<file path="src/rtl/encoder_decoder_2to4_seq.sv">
// Purpose: sequential 2-to-4 decoder; an accepted code drives one registered one-hot line for HOLD_CYCLES, then idles GAP_CYCLES.
// Latency: 1 cycle from the accepting edge to the one-hot output.
// Backpressure: in_ready is high only in IDLE. Optional parity check is built when DEC_PARITY_EN is defined.
module encoder_decoder_2to4_seq #(
    parameter int HOLD_CYCLES = 4,
    parameter int GAP_CYCLES  = 1
) (
    input  logic clk,
    input  logic rst_n,
    input  logic a1,
    input  logic a0,
    input  logic in_valid,
`ifdef DEC_PARITY_EN
    input  logic par,
    output logic perr,
`endif
    output logic in_ready,
    output logic y3,
    output logic y2,
    output logic y1,
    output logic y0,
    output logic busy,
    output logic done
);

    typedef enum logic [1:0] {
        ST_IDLE  = 2'd0,
        ST_DRIVE = 2'd1,
        ST_GAP   = 2'd2
    } state_t;

    // Counter reload values; the gap reload is unused when there is no gap.
    localparam logic [7:0] HOLD_LOAD = 8'(HOLD_CYCLES - 1);
    localparam logic [7:0] GAP_LOAD  = (GAP_CYCLES > 0) ? 8'(GAP_CYCLES - 1) : 8'd0;

    state_t     state_q, state_d;
    logic [7:0] cnt_q, cnt_d;
    logic [1:0] code_q, code_d;
    logic [3:0] y_q, y_d;
    logic       done_q, done_d;
    logic       accept;
    logic       code_ok;
`ifdef DEC_PARITY_EN
    logic       perr_q, perr_d;
`endif

    // in_ready is masked by reset so nothing looks acceptable while held in reset.
    assign in_ready = (state_q == ST_IDLE) && rst_n;
    assign accept   = in_valid && in_ready;

`ifdef DEC_PARITY_EN
    // Even parity over {a1, a0, par}; an odd-parity code is dropped.
    assign code_ok = ~(a1 ^ a0 ^ par);
`else
    assign code_ok = 1'b1;
`endif

    // Next-state and next-output logic; every target gets its hold value first.
    always_comb begin
        state_d = state_q;
        cnt_d   = cnt_q;
        code_d  = code_q;
        done_d  = 1'b0;
`ifdef DEC_PARITY_EN
        perr_d  = 1'b0;
`endif
        unique case (state_q)
            ST_IDLE: begin
                if (accept) begin
                    if (code_ok) begin
                        state_d = ST_DRIVE;
                        cnt_d   = HOLD_LOAD;
                        code_d  = {a1, a0};
                    end
`ifdef DEC_PARITY_EN
                    else begin
                        perr_d = 1'b1;
                    end
`endif
                end
            end
            ST_DRIVE: begin
                // Inputs are ignored here; only the counter decides when the drive ends.
                if (cnt_q == 8'd0) begin
                    done_d = 1'b1;
                    if (GAP_CYCLES == 0) begin
                        state_d = ST_IDLE;
                        cnt_d   = 8'd0;
                    end else begin
                        state_d = ST_GAP;
                        cnt_d   = GAP_LOAD;
                    end
                end else begin
                    cnt_d = cnt_q - 8'd1;
                end
            end
            ST_GAP: begin
                if (cnt_q == 8'd0) begin
                    state_d = ST_IDLE;
                end else begin
                    cnt_d = cnt_q - 8'd1;
                end
            end
            default: begin
                state_d = ST_IDLE;
                cnt_d   = 8'd0;
            end
        endcase
        // One-hot line follows the latched code only while driving.
        y_d = (state_d == ST_DRIVE) ? (4'b0001 << code_d) : 4'b0000;
    end

    // State and output registers; reset aborts any operation without a done pulse.
    always_ff @(posedge clk or negedge rst_n) begin
        if (!rst_n) begin
            state_q <= ST_IDLE;
            cnt_q   <= 8'd0;
            code_q  <= 2'b00;
            y_q     <= 4'b0000;
            done_q  <= 1'b0;
`ifdef DEC_PARITY_EN
            perr_q  <= 1'b0;
`endif
        end else begin
            state_q <= state_d;
            cnt_q   <= cnt_d;
            code_q  <= code_d;
            y_q     <= y_d;
            done_q  <= done_d;
`ifdef DEC_PARITY_EN
            perr_q  <= perr_d;
`endif
        end
    end

    assign {y3, y2, y1, y0} = y_q;
    assign busy             = (state_q != ST_IDLE);
    assign done             = done_q;
`ifdef DEC_PARITY_EN
    assign perr             = perr_q;
`endif

endmodule

</file>
<file path="config.mk">
export PLATFORM = sky130hd
export DESIGN_NAME = encoder_decoder_2to4_seq
export DESIGN_NICKNAME = d
export VERILOG_FILES = /design/src/rtl/encoder_decoder_2to4_seq.sv
export SDC_FILE = /design/constraint.sdc
export NUM_CORES = 1
export LEC_CHECK = 0
export ABC_CLOCK_PERIOD_IN_PS = 2300
export CORE_MARGIN = 5
export CORE_UTILIZATION = 50
export DETAILED_ROUTE_END_ITERATION = 10
export PLACE_DENSITY = 0.8
export SYNTH_ARGS = -nofsm -noshare
export SYNTH_HDL_FRONTEND = slang
export SYNTH_SLANG_ARGS = --single-unit
</file>
<file path="constraint.sdc">
create_clock -name clk -period 2.3 [get_ports clk]
set_input_delay 0.46 -clock clk [delete_from_list [all_inputs] [get_ports clk]]
set_output_delay 0.46 -clock clk [all_outputs]
set_load 0.02 [all_outputs]
</file>
==> summary.md, run 1 <==
| Metric | Value |
|---|---|
| Crit-path most repeated cell | clkdlybuf4s50_1 |
| Register area | 425.4 sq um |
| WP data required | 1.84 ns |
| Setup crit start | rst_n |
| Layout cells sized above 1 | 13.33% |
| Post-Syn Instances | 100 |
| Startpoint Class | input port |
| Final Setup Violations | 0 |
| First-pass GRT wire length | 3.719 mm |
| Bufs and invs on worst path | 2 |
| CP Capture Type | output pin |
| Synth area leader | dfrtp_1 |
| Drt total wl | 2.256 mm |
| Share of the synthesized area in the top cell type | 46.13% |
| Vias in the first global route | 836 |
| Post-DRT Antenna Nets | 0 |
| RSZ-0062 raised after global routing | no |
| CP Cell Sequence | clkdlybuf4s50_1 > and2_1 > clkdlybuf4s50_1 |
| Port Buf Inserts | 11 |
| Htree depth | 1 |
| Initial antenna violation count | 0 |
| Pre-antenna DRT Iters | 5 |
| Std cell rows | 15 |
| Post-CTS sizing | 0 |
| Most common cell after layout, fill and taps aside | dfrtp_1 |
| Vias | 887 |
| Max-slew violation count | 0 |
| GRT Util Overall | 17.73% |
| Hold buffers post-CTS | 0 |
| Clock latency at the later pin of the worst-skew pair | 0.30 ns |
| Root buffer cell | clkbuf_4 |
| Crit path time final | 2.277 ns |
| Mapped cell area | 922.1 sq um |
| Worst R2R Setup Slack | 0.22 ns |
| Fin cells | 145 |
| Worst Setup Path Type | in2out |
| Max-Cap Viols | 0 |
| Clk slew on worst S/H paths | 0.10 ns |
| Placed cells | 141 |
| DR iter-0 viols | 32 |
| Inserted Clock Buffers | 3 |
| Ant. Diodes | 0 |
| Register area share after synthesis | 46.13% |
| Crit-path max FO | 5 |
| Die Wd | 52.95 microns |
| Reg-to-Reg Start | cnt_q[2] |
| Rel. slew slack | 53.15% |
| Detailed Place HPWL | 1.676 mm |
| Min-delay worst type | reg2reg |
| Reg2Reg Depth | 4 |
| Initial Util | 52.83% |
| Synth Flop Type | dfrtp_1 |
| TritonCTS Sinks | 17 |
| # IOs | 12 |
| Post-CTS setup buffers | 0 |
| Max frequency | 0.4392 GHz |
| DR WL/cell | 15.56 microns |
| Final hold violations | 0 |
| Slowest stage delay, CP | 0.60 ns |
| Die area | 2803 sq um |
| Distinct cells, synth | 36 |
| Chip Height | 52.95 microns |
| Leakage | 0.4955 nW |
| Synth warnings | 0 |
| Syn_nets | 107 |
| Crit path max-delay family | buffers and inverters |
| Arrival @ worst endpoint | 1.82 ns |
| #FFs+latches synth | 17 |
| Clock Path Buffers | 2 |
| Worst Setup EP | in_ready |
| Drt drc | 0 |
| Synth top area cells | dfrtp_1 46%, a21oi_1 4.3%, o21ai_0 4.3%, nand2_1 4.1%, nor2_1 3.7% |
| Fillcell total | 154 |
| Least-Margin Pin Slew | 0.6964 ns |
| Footprint of the multi-input gates | 470.5 sq um |
| Layout Nets | 128 |
| Worst clock skew | 0.01065 ns |
| Syn_area_per_cell | 9.221 sq um |
| Max stage delay cell, worst path | clkdlybuf4s50_1 |
| CTS tree | done |
| Area growth, synth to finish | 23.20% |
| Gp weighted congestion | 0.9051 |
| Status | finished, final reports clean |
| Reg2reg end | cnt_q[7] |
| PD cells | 1304 nW/um^2 |
| Period utilisation layout | 98.99% |
| Maximum vdd drop | 641.0 uV |
| Gr ovfl total | 0 |
| Via density per instance | 6.117 |
| Async SR Flop Fraction | 100.0% |
| EDFF count, synth | 0 |
| Cells on Worst Hold Path | 1 |
| Largest net degree at the start of global routing | 11 |
| Logic depth of the worst setup path including buffers | 3 |
| Core box area | 1745 sq um |
| Setup TNS Final | 0 ns |
| Most frequent cells in the layout | 17 x dfrtp_1, 11 x clkdlybuf4s50_1, 10 x nand2_1 |
power by group:
part           switching (W)  internal, W  leakage [nW]
clock network       0.000100    0.0000647        0.0177
logic               0.000469     0.000348         0.255
registers          0.0000935     0.000407         0.222
total               0.000663     0.000819         0.495
worst register-to-register path, stage by stage (launching register included):
cell	delay, ns
dfrtp_1	0.44
or4_1	0.54
or3_4	0.39
or4b_1	0.51
a21oi_1	0.15
synthesized netlist by cell type, types with 2 or more instances:
master / n
o21ai_0: 8
nand2b_1: 4
nor2_1: 9
clkbuf_1: 2
ha_1: 2
o32ai_1: 3
a21oi_1: 8
o31ai_1: 2
inv_1: 5
or4_1: 2
dfrtp_1: 17
nand2_1: 10
nand3_1: 4
nor4_1: 2
registers in the layout, indices dropped and copies added, names as in the netlist:
register	flops
code_q	2
done	1
y_q	4
cnt_q	8
state_q	2
cells by family after synthesis:
group | Yosys count | share of synthesized area (%)
multiplexers | 1 | 1.086
buffers and inverters | 7 | 2.850
flip-flops | 17 | 46.13
AO/OA/AOI/OAI | 31 | 22.12
adder cells (fa/ha/maj) | 2 | 2.713
AND/OR/NAND/NOR | 42 | 25.10
through the flow:
step                      utilization, %  instance area (sq um)  total power (W)  worst slack, ns  hold slack, ns
after floorplan                        -                  922.1         0.001025           0.3142          0.1644
after global placement             63.51                   1109         0.001258          0.04898          0.4877
after detailed placement           63.51                   1109         0.001302         0.004671          0.5032
after CTS                          65.09                   1136         0.001466          0.02842          0.5170
after global routing               65.09                   1136         0.001573         0.006809          0.5390
final                              65.09                   1136         0.001482          0.02317          0.5226
metal layers:
| metal | GRT usage (%) | wire length [microns] | vias to the layer above |
|---|---|---|---|
| met1 | 24.04 | 1027 | 429 |
| met3 | 2.817 | 127 | 10 |
| met2 | 28.51 | 1058 | 35 |
| met4 | 5.957 | 42 | 0 |
| met5 | 0 | 0 | - |
| li1 | - | - | 413 |
worst min-delay path by stage:
stage               startpoint        to  slack, ns
floorplan                rst_n  cnt_q[0]       0.16
global placement     code_q[0]    y_q[0]       0.49
detailed placement   code_q[0]    y_q[0]       0.50
CTS                  code_q[0]    y_q[0]       0.52
global route         code_q[0]    y_q[0]       0.54
finish               code_q[0]    y_q[0]       0.52
final cells by class:
cell class	instances	share of cell area, %
sequential	17	37.44
tap	25	2.753
multi-input combinational	76	41.41
inverter	5	1.652
clock buffer	3	1.982
timing repair buffer	18	14.32
clock inverter	1	0.4405
No activity file was read; power rests on OpenSTA's default activity.
==> inputs of run 2 (changes only) <==
--- a/config.mk
+++ b/config.mk
@@ -10,6 +10,7 @@
 export CORE_UTILIZATION = 50
 export DETAILED_ROUTE_END_ITERATION = 10
 export PLACE_DENSITY = 0.8
+export SETUP_SLACK_MARGIN = 0.02
 export SYNTH_ARGS = -nofsm -noshare
 export SYNTH_HDL_FRONTEND = slang
 export SYNTH_SLANG_ARGS = --single-unit
==> run 2 against run 1 <==
Against the previous run:
- sequential share of layout area shrank 0.082 points
- sequential cell count did not move
- clock skew barely moved
- fmax increased by 9.5%
- critical endpoint is now cnt_q[7]
- highest routed layer unchanged
==> summary.md, run 2 (synthesis results as in run 1) <==
| Metric | Value |
|---|---|
| Crit-path max FO | 6 (+1) |
| Reg2reg end | cnt_q[7] |
| Post-DRT Antenna Nets | 0 (unchanged) |
| Hold buffers post-CTS | 0 (unchanged) |
| # IOs | 12 (unchanged) |
| GRT Util Overall | 17.73% (unchanged) |
| Drt total wl | 2.261 mm (+0.22%) |
| TritonCTS Sinks | 17 (unchanged) |
| Gp weighted congestion | 0.9051 (unchanged) |
| Leakage | 0.5092 nW (+2.8%) |
| Reg-to-Reg Start | cnt_q[2] |
| Max-Cap Viols | 0 (unchanged) |
| Htree depth | 1 (unchanged) |
| RSZ-0062 raised after global routing | no |
| Reg with most FFs | cnt_q |
| Max reg flops | 8 (unchanged) |
| Most frequent cells in the layout | 17 x dfrtp_1, 10 x nand2_1, 10 x clkdlybuf4s50_1 |
| DR iter-0 viols | 32 (unchanged) |
| Worst slack, placed | 0.004671 ns (unchanged) |
| DR WL/cell | 15.59 microns (+0.22%) |
| Clock latency at the later pin of the worst-skew pair | 0.29 ns (about the same) |
| Die area | 2803 sq um (unchanged) |
| Status | finished, final reports clean |
| WP data required | 2.53 ns (+0.69 ns) |
| Logic depth of the worst setup path including buffers | 4 (+1) |
| Pre-antenna DRT Iters | 5 (unchanged) |
| Vias | 886 (-0.11%) |
| Worst R2R Setup Slack | 0.22 ns (about the same) |
| Clk slew on worst S/H paths | 0.11 ns (about the same) |
| Hold EP | y_q[0] |
| Worst Setup Path Type | reg2reg |
| Clock Path Buffers | 2 (unchanged) |
| Layout cells sized above 1 | 13.33% (unchanged) |
| Final hold violations | 0 (unchanged) |
| Port Buf Inserts | 11 (unchanged) |
| Startpoint Class | register |
| Cells on Worst Hold Path | 1 (unchanged) |
| Largest net degree at the start of global routing | 11 (unchanged) |
| Via density per instance | 6.110 (-0.11%) |
| Drt drc | 0 (unchanged) |
| Post-CTS sizing | 0 (unchanged) |
| CTS tree | done |
| Core box area | 1745 sq um (unchanged) |
| Crit path time final | 2.078 ns (-0.1984 ns) |
| Arrival @ worst endpoint | 2.31 ns (+0.49 ns) |
| Initial antenna violation count | 0 (unchanged) |
| Bufs and invs on worst path | 0 (-2) |
| Setup TNS Final | 0 ns (unchanged) |
| Regs by FF count | cnt_q x8, y_q x4 |
| Die Wd | 52.95 microns (unchanged) |
| Worst clock skew | 0.01105 ns (+0.0004050 ns) |
| Most common cell after layout, fill and taps aside | dfrtp_1 |
| Rel. slew slack | 51.89% (-1.3 points) |
| CP Capture Type | register |
| First-pass GRT wire length | 3.719 mm (unchanged) |
| Setup ws final | 0.2216 ns (+0.1984 ns) |
| Initial Util | 52.83% (unchanged) |
| Max stage delay cell, worst path | or4_1 |
| Inserted Clock Buffers | 3 (unchanged) |
| Layout Nets | 128 (unchanged) |
| Gr ovfl total | 0 (unchanged) |
| Maximum vdd drop | 639.7 uV (-0.20%) |
| Max-slew violation count | 0 (unchanged) |
| Chip Height | 52.95 microns (unchanged) |
| Detailed Place HPWL | 1.676 mm (unchanged) |
| Slowest stage delay, CP | 0.54 ns (-0.06 ns) |
| Vias in the first global route | 836 (unchanged) |
| Ant. Diodes | 0 (unchanged) |
| PD cells | 1298 nW/um^2 (-0.46%) |
| Crit path max-delay family | simple AND/OR/NAND/NOR gates |
| Area growth, synth to finish | 23.47% |
| Period utilisation layout | 90.37% (-8.6 points) |
| Min-delay worst type | reg2reg |
| Reg2Reg Depth | 4 (unchanged) |
| HP Start | code_q[0] |
| Std cell rows | 15 (unchanged) |
| Post-CTS setup buffers | 0 (unchanged) |
| CP Cell Sequence | or4_1 > or3_4 > or4b_1 > a21oi_1 |
| Final Setup Violations | 0 (unchanged) |
| Max frequency | 0.4811 GHz (+9.5%) |
| Root buffer cell | clkbuf_4 |
| Least-Margin Pin Slew | 0.7150 ns (+0.01859 ns) |
run 2: cell types whose count changed in the layout (fill, tap and decap cells not counted):
cell	previous run	this run
clkdlybuf4s50_1	11	10
dlymetal6s2s_1	0	1
run 2: final cells by class:
cell class,count,area [sq um]
fill,154,606.8
multi-input combinational,76,470.5
sequential,17,425.4
timing repair buffer,18,165.2
tap,25,31.28
clock buffer,3,22.52
inverter,5,18.77
clock inverter,1,5.005
run 2: per-layer routing:
metal | vias to the layer above | global-route usage, % | part of all wire [%]
met5 | - | 0 | 0
met4 | 0 | 5.957 | 1.5
met3 | 6 | 2.817 | 5.9
met2 | 37 | 28.51 | 47
met1 | 430 | 24.04 | 46
li1 | 413 | - | -
run 2: per-stage QoR:
stage | instances | util [%] | hold WS (ns) | area (sq um) | power [W]
6_report | 145 | 65.23 | 0.5226 | 1139 | 0.001478
5_1_grt | 145 | 65.23 | 0.5390 | 1139 | 0.001573
2_1_floorplan | 100 | - | 0.1644 | 922.1 | 0.001025
3_3_place_gp | 141 | 63.51 | 0.4877 | 1109 | 0.001258
3_5_place_dp | 141 | 63.51 | 0.5032 | 1109 | 0.001302
4_1_cts | 145 | 65.09 | 0.5170 | 1136 | 0.001466
run 2: power by group:
part / internal [W] / switching [W]
Clock: 0.0000646 / 0.000100
Combinational: 0.000347 / 0.000467
Sequential: 0.000407 / 0.0000929
run 2: how the worst max path moves through the flow:
| stage | startpoint | to | slack [ns] |
|---|---|---|---|
| 2_1_floorplan | cnt_q[2] | cnt_q[7] | 0.31 |
| 3_3_place_gp | rst_n | in_ready | 0.05 |
| 3_5_place_dp | rst_n | cnt_q[7] | 0.005 |
| 4_1_cts | rst_n | in_ready | 0.03 |
| 5_1_grt | cnt_q[2] | cnt_q[7] | 0.15 |
| 6_report | cnt_q[2] | cnt_q[7] | 0.22 |
==> inputs of run 3 (changes only) <==
--- a/config.mk
+++ b/config.mk
@@ -5,11 +5,12 @@
 export SDC_FILE = /design/constraint.sdc
 export NUM_CORES = 1
 export LEC_CHECK = 0
-export ABC_CLOCK_PERIOD_IN_PS = 2300
 export CORE_MARGIN = 5
 export CORE_UTILIZATION = 50
 export DETAILED_ROUTE_END_ITERATION = 10
+export MAX_ROUTING_LAYER = met4
 export PLACE_DENSITY = 0.8
+export RECOVER_POWER = 25
 export SETUP_SLACK_MARGIN = 0.02
 export SYNTH_ARGS = -nofsm -noshare
 export SYNTH_HDL_FRONTEND = slang
==> run 3 against run 2 <==
Against the previous run:
- utilization is 0.65 points lower
- highest routed layer unchanged
- die area stayed put
- cell area fell by 0.99%
- clock-buffer cell count unchanged
- global-route usage rose by 0.45 points
- setup slack worse by 0.013 ns
- clock power hardly changed
- power is 0.29% lower
- final cell count unchanged
- sequential power barely moved
- routed wire length decreased by 1.4%
- fmax is 0.61% lower
==> summary.md, run 3 (synthesis results as in run 1) <==
| Metric | Value |
|---|---|
| Rel. slew slack | 52.79% (+0.89 points) |
| GRT Util Overall | 18.19% (+0.45 points) |
| Reg-to-Reg Start | cnt_q[2] |
| Htree depth | 1 (unchanged) |
| First-pass GRT wire length | 3.719 mm (unchanged) |
| Least-Margin Pin Slew | 0.7017 ns (-0.01324 ns) |
| Period utilisation layout | 90.92% (+0.56 points) |
| Detailed Place HPWL | 1.676 mm (unchanged) |
| Status | finished, final reports clean |
| Slowest stage delay, CP | 0.66 ns (+0.12 ns) |
| Core box area | 1745 sq um (unchanged) |
| # IOs | 12 (unchanged) |
| Gr ovfl total | 0 (unchanged) |
| Vias | 884 (-0.23%) |
| Register area | 425.4 sq um (unchanged) |
| Clock latency at the later pin of the worst-skew pair | 0.30 ns (about the same) |
| WP data required | 2.51 ns (-0.02 ns) |
| Area growth, synth to finish | 22.25% |
| Logic depth of the worst setup path including buffers | 6 (+2) |
| Drt drc | 0 (unchanged) |
| Setup TNS Final | 0 ns (unchanged) |
| Layout Nets | 128 (unchanged) |
| CTS tree | done |
| TritonCTS Sinks | 17 (unchanged) |
| Reg with most FFs | cnt_q |
| Crit path time final | 2.091 ns (+0.01280 ns) |
| Maximum vdd drop | 635.7 uV (-0.63%) |
| PD cells | 1308 nW/um^2 (+0.71%) |
| Gp weighted congestion | 0.9206 (+1.7%) |
| CP Cell Sequence | dlygate4sd3_1 > clkbuf_1 > and3b_1 > nor2b_1 > nand2_1 > o22ai_1 |
| Reg2Reg Depth | 4 (unchanged) |
| Die area | 2803 sq um (unchanged) |
| Final core utilization | 64.59% (-0.65 points) |
| Max-Cap Viols | 0 (unchanged) |
| Hold slack | 0.5237 ns (+0.001108 ns) |
| Chip Height | 52.95 microns (unchanged) |
| Worst clock skew | 0.009043 ns (-0.002008 ns) |
| Pre-antenna DRT Iters | 5 (unchanged) |
| Most frequent cells in the layout | 17 x dfrtp_1, 10 x nand2_1, 9 x nor2_1, 9 x clkdlybuf4s50_1 |
| Initial antenna violation count | 0 (unchanged) |
| Footprint of the multi-input gates | 470.5 sq um (unchanged) |
| Reg2reg end | cnt_q[7] |
| Initial Util | 52.83% (unchanged) |
| Max frequency | 0.4782 GHz (-0.61%) |
| DR iter-0 viols | 36 (+13%) |
| Clk slew on worst S/H paths | 0.10 ns (about the same) |
| Bufs and invs on worst path | 2 (+2) |
| Worst Setup EP | y_q[1] |
| Port Buf Inserts | 11 (unchanged) |
| Fillcell total | 158 (+2.6%) |
| Leakage | 0.4986 nW (-2.1%) |
| Drt total wl | 2.229 mm (-1.4%) |
| Root buffer cell | clkbuf_4 |
| Setup crit start | rst_n |
| Cells on Worst Hold Path | 1 (unchanged) |
| Max-slew violation count | 0 (unchanged) |
| Inserted Clock Buffers | 3 (unchanged) |
| Most common cell after layout, fill and taps aside | dfrtp_1 |
| DR WL/cell | 15.37 microns (-1.4%) |
| Worst Setup Path Type | in2reg |
| Largest net degree at the start of global routing | 11 (unchanged) |
| Regs by FF count | cnt_q x8, y_q x4 |
| Crit path max-delay family | buffers and inverters |
| Std cell rows | 15 (unchanged) |
| Layout cells sized above 1 | 10.83% (-2.5 points) |
| Post-DRT Antenna Nets | 0 (unchanged) |
| Startpoint Class | input port |
| Placed Area | 1109 sq um (unchanged) |
| Post-CTS setup buffers | 0 (unchanged) |
| Ant. Diodes | 0 (unchanged) |
| Finished Cell Area | 1127 sq um (-0.99%) |
| Via density per instance | 6.097 (-0.23%) |
| Crit-path max FO | 9 (+3) |
| CP Capture Type | register |
| Arrival @ worst endpoint | 2.30 ns (about the same) |
| RSZ-0062 raised after global routing | no |
| Final Setup Violations | 0 (unchanged) |
| Vias in the first global route | 836 (unchanged) |
| Die Wd | 52.95 microns (unchanged) |
| Max reg flops | 8 (unchanged) |
| Final hold violations | 0 (unchanged) |
| Clock Path Buffers | 2 (unchanged) |
| Max stage delay cell, worst path | dlygate4sd3_1 |
| Min-delay worst type | reg2reg |
| Worst R2R Setup Slack | 0.23 ns (about the same) |
## run 3: cell types whose count changed in the layout (fill, tap and decap cells not counted), sizes merged
cell	change
buf	-3
clkbuf	+3
dlygate4sd3	+1
clkdlybuf4s50	-1
## run 3: how the worst min path moves through the flow
| stage | end | slack (ns) | from |
|---|---|---|---|
| global route | y_q[0] | 0.54 | code_q[0] |
| detailed placement | y_q[0] | 0.50 | code_q[0] |
| CTS | y_q[0] | 0.52 | code_q[0] |
| global placement | y_q[0] | 0.49 | code_q[0] |
| floorplan | cnt_q[0] | 0.16 | rst_n |
| finish | y_q[0] | 0.52 | code_q[0] |
## run 3: what timing repair did
action / 4_1_cts / 5_1_grt
hold buffers: 0 / 0
gates resized for setup: 0 / 1
setup endpoints to repair: 0 / 1
## run 3: per-layer routing
layer	GRT usage [%]	vias up	wire length, microns
li1	-	416	-
met1	24.21	425	1041
met2	28.51	35	1030
met3	2.535	8	123
met4	5.957	0	33
met5	-	-	0
## run 3: layout make-up
cell class,instances,share of cell area (%)
repair buffers,18,13.65
clock inverters,1,0.4440
flip-flops and latches,17,37.74
inverters,5,1.665
multi-input cells,76,41.73
clock buffers,3,1.998
well taps,25,2.775
## run 3: metrics by stage
stage	instances	worst slack (ns)	power, W
after detailed placement	141	0.004671	0.001302
after global placement	141	0.04898	0.001258
after global routing	145	0.1052	0.001570
after CTS	145	0.02842	0.001466
after floorplan	100	0.3142	0.001025
final	145	0.2088	0.001474
## run 3: where the power goes
group          switching [W]  leakage, nW  internal (W)
Clock               0.000102       0.0177     0.0000647
Sequential         0.0000917        0.222      0.000407
Combinational       0.000465        0.258      0.000344
Total               0.000659        0.499      0.000815
